`src/rtl/tdm_demux8.sv`:
```
// 8:1 TDM receive demultiplexer with frame-sync lock, miss tolerance and resync.
// Optional even-parity slot enabled by defining TDM_DEMUX_PARITY_EN.
module tdm_demux8 #(
  parameter int unsigned SYNC_MISS_MAX = 2
) (
  input  logic       clk,
  input  logic       rst,
  input  logic       en,
  input  logic       din,
  input  logic       sync,
  output logic [7:0] out,
  output logic       frame_valid,
  output logic [3:0] slot,
  output logic       locked,
  output logic       err,
  output logic       perr
);

`ifdef TDM_DEMUX_PARITY_EN
  localparam int unsigned SHW       = 8;
  localparam logic [3:0]  LAST_SLOT = 4'd8;
`else
  localparam int unsigned SHW       = 7;
  localparam logic [3:0]  LAST_SLOT = 4'd7;
`endif
  localparam logic [3:0] MISS_LIM = 4'(SYNC_MISS_MAX);

  typedef enum logic {
    HUNT = 1'b0,
    RUN  = 1'b1
  } state_t;

  state_t         r_state, w_state_nxt;
  logic [3:0]     r_cnt, w_cnt_nxt;
  logic [2:0]     r_miss, w_miss_nxt;
  logic [SHW-1:0] r_shadow, w_shadow_nxt;
  logic [7:0]     r_out, w_out_nxt;
  logic [3:0]     r_slot, w_slot_nxt;
  logic           r_fv, w_fv_nxt;
  logic           r_err, w_err_nxt;
  logic           r_locked;
  logic [3:0]     w_miss_inc;

  assign w_miss_inc = {1'b0, r_miss} + 4'd1;

`ifdef TDM_DEMUX_PARITY_EN
  logic r_perr, w_perr_nxt;
  logic w_parity;
  assign w_parity = ^{r_shadow, din};
`endif

  // Next-state and next-output logic; pulses default low so they last one cycle.
  always_comb begin
    w_state_nxt  = r_state;
    w_cnt_nxt    = r_cnt;
    w_miss_nxt   = r_miss;
    w_shadow_nxt = r_shadow;
    w_out_nxt    = r_out;
    w_fv_nxt     = 1'b0;
    w_err_nxt    = 1'b0;
`ifdef TDM_DEMUX_PARITY_EN
    w_perr_nxt   = 1'b0;
`endif
    if (en) begin
      case (r_state)
        HUNT: begin
          if (sync) begin
            w_shadow_nxt[0] = din;
            w_cnt_nxt       = 4'd1;
            w_miss_nxt      = 3'd0;
            w_state_nxt     = RUN;
          end
        end
        RUN: begin
          if (sync && (r_cnt != 4'd0)) begin
            // Misplaced marker: drop the partial frame and restart at slot 1.
            w_err_nxt       = 1'b1;
            w_shadow_nxt    = '0;
            w_shadow_nxt[0] = din;
            w_cnt_nxt       = 4'd1;
          end else if (r_cnt == 4'd0) begin
            if (sync) begin
              w_miss_nxt      = 3'd0;
              w_shadow_nxt[0] = din;
              w_cnt_nxt       = 4'd1;
            end else if (w_miss_inc == MISS_LIM) begin
              w_err_nxt   = 1'b1;
              w_state_nxt = HUNT;
              w_miss_nxt  = 3'd0;
            end else begin
              w_miss_nxt      = w_miss_inc[2:0];
              w_shadow_nxt[0] = din;
              w_cnt_nxt       = 4'd1;
            end
          end else if (r_cnt == LAST_SLOT) begin
            w_cnt_nxt = 4'd0;
`ifdef TDM_DEMUX_PARITY_EN
            if (w_parity) begin
              w_perr_nxt = 1'b1;
            end else begin
              w_out_nxt = r_shadow;
              w_fv_nxt  = 1'b1;
            end
`else
            w_out_nxt = {din, r_shadow};
            w_fv_nxt  = 1'b1;
`endif
          end else begin
            w_shadow_nxt[r_cnt[2:0]] = din;
            w_cnt_nxt                = 4'(r_cnt + 4'd1);
          end
        end
        default: begin
          w_state_nxt = HUNT;
        end
      endcase
    end
`ifdef TDM_DEMUX_PARITY_EN
    w_slot_nxt = (w_state_nxt == RUN) ? w_cnt_nxt : 4'd0;
`else
    w_slot_nxt = (w_state_nxt == RUN) ? {1'b0, w_cnt_nxt[2:0]} : 4'd0;
`endif
  end

  always_ff @(posedge clk or posedge rst) begin
    if (rst) begin
      r_state  <= HUNT;
      r_cnt    <= 4'd0;
      r_miss   <= 3'd0;
      r_shadow <= '0;
      r_out    <= 8'd0;
      r_slot   <= 4'd0;
      r_fv     <= 1'b0;
      r_err    <= 1'b0;
      r_locked <= 1'b0;
`ifdef TDM_DEMUX_PARITY_EN
      r_perr   <= 1'b0;
`endif
    end else begin
      r_state  <= w_state_nxt;
      r_cnt    <= w_cnt_nxt;
      r_miss   <= w_miss_nxt;
      r_shadow <= w_shadow_nxt;
      r_out    <= w_out_nxt;
      r_slot   <= w_slot_nxt;
      r_fv     <= w_fv_nxt;
      r_err    <= w_err_nxt;
      r_locked <= (w_state_nxt == RUN);
`ifdef TDM_DEMUX_PARITY_EN
      r_perr   <= w_perr_nxt;
`endif
    end
  end

  assign out         = r_out;
  assign frame_valid = r_fv;
  assign slot        = r_slot;
  assign locked      = r_locked;
  assign err         = r_err;
`ifdef TDM_DEMUX_PARITY_EN
  assign perr        = r_perr;
`else
  assign perr        = 1'b0;
`endif

endmodule

```
`config.mk`:
```
export PLATFORM = sky130hd
export DESIGN_NAME = tdm_demux8
export DESIGN_NICKNAME = d
export VERILOG_FILES = /design/src/rtl/tdm_demux8.sv
export SDC_FILE = /design/constraint.sdc
export NUM_CORES = 1
export LEC_CHECK = 0
export ABC_CLOCK_PERIOD_IN_PS = 4480
export CORE_MARGIN = 10
export CORE_UTILIZATION = 55
export CTS_CLUSTER_DIAMETER = 100
export DETAILED_ROUTE_END_ITERATION = 8
export GPL_TIMING_DRIVEN = 1
export PLACE_DENSITY = 0.8
export REMOVE_ABC_BUFFERS = 1
export SLEW_MARGIN = 20
export SYNTH_ARGS = -nofsm -noshare
export SYNTH_HDL_FRONTEND = slang
export SYNTH_SLANG_ARGS = --single-unit
```
`constraint.sdc`:
```
create_clock -name clk -period 4.48 [get_ports clk]
set_clock_uncertainty 0.05 [all_clocks]
set_input_delay 0.896 -clock clk [delete_from_list [all_inputs] [get_ports clk]]
set_output_delay 0.896 -clock clk [all_outputs]
set_load 0.05 [all_outputs]
```
==> impl_metrics.csv, run 1 <==
group,metric,value,unit
finish,diodes,0,
finish,finalNonFillerCells,192,
worst_setup_path,path_max_fanout,13,
worst_setup_path,cp_top_family,"buffers and inverters",
pwr,intPower,0.509,mW
clock_network,clockRootBuffer,"clkbuf_4",
timing,final.setup.tns,0,ps
yosys,syn_area_per_cell,10.0,sq um
worst_setup_path,cp_slowest_cell,"clkdlybuf4s50_1",
worst_setup_path,end_kind,"primary output",
global_route,grt_first_pass_wirelength,5.78,mm
timing,worst_pin_slew,986,ps
pwr,p_sw,0.386,mW
detailed_routing,vias_per_cell,6.23,
clock_network,cts_buffer_depth,2,
yosys,ys_types,41,
global_route,antenna_found_initial,0,
worst_setup_path,start_kind,"flip-flop",
placed_design,dpl.cell_count,188,
clock_network,cts_htree_levels,1,
timing,setup_violations,0,
finish,final_cell_mix,"dfrtp_1, clkdlybuf4s50_1, a21oi_1, nand2_1, o21ai_0",
timing,timing.fmax,0.361,GHz
yosys,synth_edf_count,0,
pwr,p_per_area,523,nW/um^2
worst_setup_path,path_class,"reg -> out",
detailed_routing,vias,1197,
global_route,overflow,0,
yosys,synthArstFlopShare,1.00,
hold_path,min_path_type,"reg -> reg",
global_route,grt_max_degree,29,
floorplanning,die_h,72.3,um
timing,final.period_utilization,0.618,
clock_network,cts_tree,"built",
flow_run,drv_cap,0,
worst_setup_path,max_stage_delay,890,ps
floorplanning,dieArea,5220,sq um
floorplanning,num_io_pins,21,
yosys,syn_area,1500,sq um
yosys,synth_seq_cells,28,
worst_setup_path,critPathBufInv,1,
detailed_routing,wl_per_cell,16.7,um
yosys,seq_area_frac_synth,0.466,
pwr,combPwrFrac,0.436,
timing,drv_slew,0,
clock_network,cts_resized,0,
pwr,swShare,0.431,
floorplanning,initial_core_util,0.590,
yosys,synth_warnings,0,
floorplanning,die_w,72.3,um
clock_network,ctsHoldBuffers,0,
yosys,synth_ff_type,"dfrtp_1",
timing,slew-limit-headroom,0.338,
clock_network,numClockSinks,28,
finish,nets,172,
detailed_routing,drc,0,
floorplanning,core_region_area,2540,sq um
global_route,grt.total_usage,0.131,
finish,final_common_cell,"dfrtp_1",
finish,layout-drive-gt1-share,0.0864,
timing,final.min_clock_period,2770,ps
worst_setup_path,cp.required,3530,ps
global_route,grt_pass1_vias,1263,
clock_network,clkTransAtPathRegs,150,ps
timing,grt_setup_unrepaired,"false",
placed_design,dp_hpwl,2.36,mm
pwr,p_leak,0.734,nW
yosys,synth_cells,150,
clock_network,post_cts_buffers,0,
placed_design,port-buffer-count,18,
floorplanning,rows,18,
outcome,status,"finished, final reports clean",
pwr,clkPwrFrac,0.139,
detailed_routing,drtIter0Drc,56,
timing,hold_viol_final,0,
placed_design,place.gp.congestion,0.919,
clock_network,cts-buffers-inserted,3,
detailed_routing,drtPass1Iterations,4,
pwr,pwr-share-seq,0.426,
pwr,peakVddDrop,0.000366,V
detailed_routing,routed_wl,3.20,mm
finish,synthToLayoutAreaGrowth,13.8,%
worst_setup_path,crit_arrival,1820,ps
detailed_routing,drtAntennaViolNets,0,
worst_setup_path,crit_chain,"clkdlybuf4s50_1",
timing,hold_slack,478,ps
clock_network,clock_latency,330,ps
-- metrics by stage --
step	power (mW)	util	cell area, sq um	setup WS [ps]
after floorplan	0.659	-	1460	2250
after global routing	0.962	0.672	1710	1600
after detailed placement	0.773	0.658	1670	1430
final	0.895	0.672	1710	1710
after CTS	0.897	0.672	1710	1690
after global placement	0.761	0.658	1670	1490
-- power by group through the flow --
stage | Combinational [mW] | Clock [mW] | Sequential (mW)
6_report | 0.390 | 0.124 | 0.381
3_3_place_gp | 0.381 | 0 | 0.379
5_1_grt | 0.432 | 0.135 | 0.394
2_1_floorplan | 0.226 | 0 | 0.433
4_1_cts | 0.389 | 0.128 | 0.379
3_5_place_dp | 0.388 | 0 | 0.385
-- per-layer routing --
layer | GRT usage | wire [um] | vias up
met5 | 0 | 0 | -
met4 | 0.0602 | 76 | 0
met3 | 0.0354 | 173 | 8
met2 | 0.217 | 1520 | 35
li1 | - | - | 579
met1 | 0.154 | 1420 | 575
-- logic make-up (layout without fill, tap and decap cells) --
family                     Yosys count  after routing  share of synthesized area
AOI/OAI and AO/OA                   51             51                      0.232
and+or+nand+nor                     37             37                      0.143
DFF                                 28             28                      0.466
buffers and inverters               20             31                     0.0558
muxes                                9              9                     0.0666
adders and majority gates            4              4                     0.0333
other                                1              2                    0.00250
-- cell type report --
class	count	area [sq um]
Clock buffer	4	36.3
Fill cell	205	835
Inverter	9	33.8
Multi-Input combinational cell	103	722
Sequential cell	28	701
Tap cell	30	37.5
Timing Repair Buffer	18	180
-- synth_stat cells, drive strengths merged (3+ instances only) --
| cell | number | area, sq um |
|---|---|---|
| nand2b | 3 | 18.8 |
| nor2 | 3 | 11.3 |
| buf | 3 | 20.0 |
| a2bb2oi | 5 | 43.8 |
| inv | 9 | 33.8 |
| o21ai | 9 | 45.0 |
| and2 | 4 | 25.0 |
| nand4 | 4 | 25.0 |
| mux2 | 8 | 90.1 |
| nand2 | 9 | 33.8 |
| o31ai | 8 | 60.1 |
| clkbuf | 8 | 30.0 |
| dfrtp | 28 | 701 |
| ha | 4 | 50.1 |
| a21oi | 12 | 60.1 |
| nor4 | 3 | 18.8 |
-- registers in the layout (all words and copies together) (netlist names) --
register / cells
out: 8
frame_valid: 1
r_cnt: 4
r_miss: 3
locked: 1
slot: 3
r_shadow: 7
err: 1
-- final timing paths --
path                       slack, ps                       to               start  cells past startpoint
max                             1710                   locked    locked$_DFF_PP0_                      1
min                              480       out[7]$_DFFE_PP0P_  out[7]$_DFFE_PP0P_                      1
max reg2reg                     1960        slot[0]$_DFF_PP0_  r_cnt[1]$_DFF_PP0_                      6
min reg2reg                      480       out[7]$_DFFE_PP0P_  out[7]$_DFFE_PP0P_                      1
max in group asynchronous       3010       r_cnt[1]$_DFF_PP0_                 rst                      2
min in group asynchronous        920  r_shadow[3]$_DFFE_PP0P_                 rst                      2
Note: power is estimated with default switching activity, not from simulation.
==> inputs of run 2 (changes only) <==
ABC_CLOCK_PERIOD_IN_PS = 2300   (was 4480)
CORE_UTILIZATION = 48   (was 55)
PLACE_DENSITY = 0.74   (was 0.8)
clock period = 2.3 ns   (was 4.48 ns; I/O delays follow)
==> impl_metrics.csv, run 2 (synthesized netlist as in run 1, its figures left out) <==
group,metric,value,unit
outcome,status,"finished, final reports clean",
detailed_routing,drtAntennaViolNets,0,
finish,regArea,701,sq um
pwr,p_leak,0.790,nW
finish,final_cell_mix,"dfrtp_1, clkdlybuf4s50_1, a21oi_1, buf_4",
placed_design,place.gp.congestion,0.901,
placed_design,placed_cell_area,1770,sq um
flow_run,drv_cap,0,
floorplanning,die_h,76.0,um
timing,setup_violations,0,
timing,hold_viol_final,0,
worst_setup_path,path_class,"reg -> reg",
finish,nets,183,
timing,worst_pin_slew,501,ps
pwr,p_per_area,1000,nW/um^2
finish,layout-drive-gt1-share,0.150,
clock_network,post_cts_buffers,0,
floorplanning,num_io_pins,21,
worst_setup_path,rrSetupSlack,90,ps
global_route,grt.total_usage,0.110,
timing,timing.fmax,0.452,GHz
detailed_routing,drc,0,
timing,hold_slack,418,ps
worst_setup_path,start_kind,"flip-flop",
placed_design,port-buffer-count,18,
global_route,grt_max_degree,29,
timing,slew-limit-headroom,0.665,
detailed_routing,wl_per_cell,15.3,um
worst_setup_path,end_kind,"flip-flop",
clock_network,cts-buffers-inserted,3,
clock_network,cts_resized,0,
worst_setup_path,crit_arrival,2390,ps
clock_network,cts_buffer_depth,2,
placed_design,dp_hpwl,2.49,mm
global_route,overflow,0,
detailed_routing,routed_wl,3.32,mm
worst_setup_path,r2r_cells,6,
clock_network,clock_latency,330,ps
finish,num-fill-cells,258,
global_route,antenna_found_initial,0,
pwr,peakVddDrop,0.000438,V
clock_network,clockRootBuffer,"clkbuf_4",
floorplanning,die_w,76.0,um
finish,diodes,0,
worst_setup_path,path_max_fanout,7,
finish,largest_reg_flops,8,
clock_network,numClockSinks,28,
worst_setup_path,cp.required,2480,ps
detailed_routing,drtPass1Iterations,4,
worst_setup_path,cp_slowest_cell,"dfrtp_1",
floorplanning,dieArea,5770,sq um
global_route,grt_pass1_vias,1237,
clock_network,cts_htree_levels,1,
finish,final_common_cell,"dfrtp_1",
floorplanning,initial_core_util,0.496,
worst_setup_path,r2r_end,"r_cnt[1]$_DFF_PP0_",
finish,fin_util,0.597,
floorplanning,rows,20,
timing,drv_slew,0,
worst_setup_path,max_stage_delay,490,ps
timing,final.min_clock_period,2210,ps
worst_setup_path,rr_startpoint,"r_cnt[0]$_DFF_PP0_",
finish,final_area,1810,sq um
global_route,grt_first_pass_wirelength,5.61,mm
finish,synthToLayoutAreaGrowth,20.3,%
clock_network,cts_tree,"built",
pwr,design_power_total,1.81,mW
clock_network,ctsHoldBuffers,0,
finish,multi_input_area,722,sq um
timing,grt_setup_unrepaired,"false",
timing,final.setup.tns,0,ps
detailed_routing,vias,1242,
timing,final.period_utilization,0.961,
detailed_routing,vias_per_cell,5.72,
clock_network,clkTransAtPathRegs,150,ps
detailed_routing,drtIter0Drc,82,
hold_path,min_path_type,"in -> async",
worst_setup_path,crit_chain,"inv_1, ha_1, or3b_1, buf_4, or3_1, a221oi_1",
floorplanning,core_region_area,3030,sq um
==> run 2: cell count changes in the layout (fill, tap and decap cells not counted), sizes merged <==
cell	previous run	this run
inv	8	9
clkinv	1	0
clkdlybuf4s50	18	17
buf	0	12
==> run 2: metal layers <==
layer / global-route usage / routed length, um / vias up
li1: - / - / 598
met1: 0.129 / 1460 / 602
met2: 0.190 / 1590 / 36
met3: 0.0307 / 225 / 6
met4: 0.0341 / 38 / 0
met5: 0 / 0 / -
==> run 2: stage by stage <==
| step | setup slack, ps | instances |
|---|---|---|
| after CTS | 114 | 217 |
| after detailed placement | 147 | 213 |
| final | 89.2 | 217 |
| after global routing | 36.7 | 217 |
| after global placement | 202 | 213 |
| after floorplan | 68.4 | 140 |
==> run 2: area by class of cell <==
class	count	share of cell area
Timing Repair Buffer	29	0.144
Tap cell	44	0.0304
Sequential cell	28	0.388
Multi-Input combinational cell	103	0.399
Inverter	9	0.0187
Clock buffer	4	0.0201
==> run 2: worst max-delay path by stage <==
stage / startpoint / endpoint / slack, ps / cells past startpoint
2_1_floorplan: r_cnt[1]$_DFF_PP0_ / slot[0]$_DFF_PP0_ / 70 / 6
3_3_place_gp: r_cnt[0]$_DFF_PP0_ / slot[0]$_DFF_PP0_ / 200 / 6
3_5_place_dp: r_cnt[0]$_DFF_PP0_ / slot[0]$_DFF_PP0_ / 150 / 6
4_1_cts: r_cnt[0]$_DFF_PP0_ / slot[0]$_DFF_PP0_ / 110 / 6
5_1_grt: r_cnt[0]$_DFF_PP0_ / slot[0]$_DFF_PP0_ / 40 / 6
6_report: r_cnt[0]$_DFF_PP0_ / r_cnt[1]$_DFF_PP0_ / 90 / 6
==> run 2: worst max-delay path: cells and delay by family (launching register included) <==
family | cells | cell delay (ps)
AND/OR/NAND/NOR | 2 | 780
flip-flops | 1 | 490
buffers and inverters | 2 | 320
AO/OA/AOI/OAI | 1 | 270
adder cells (fa/ha/maj) | 1 | 210
==> run 2: where the power goes <==
part           total, mW  leakage, nW  switching, mW  internal [mW]
clock network      0.236       0.0210          0.139         0.0969
registers          0.716        0.366          0.112          0.604
logic              0.859        0.403          0.514          0.346
total               1.81        0.790          0.765           1.05
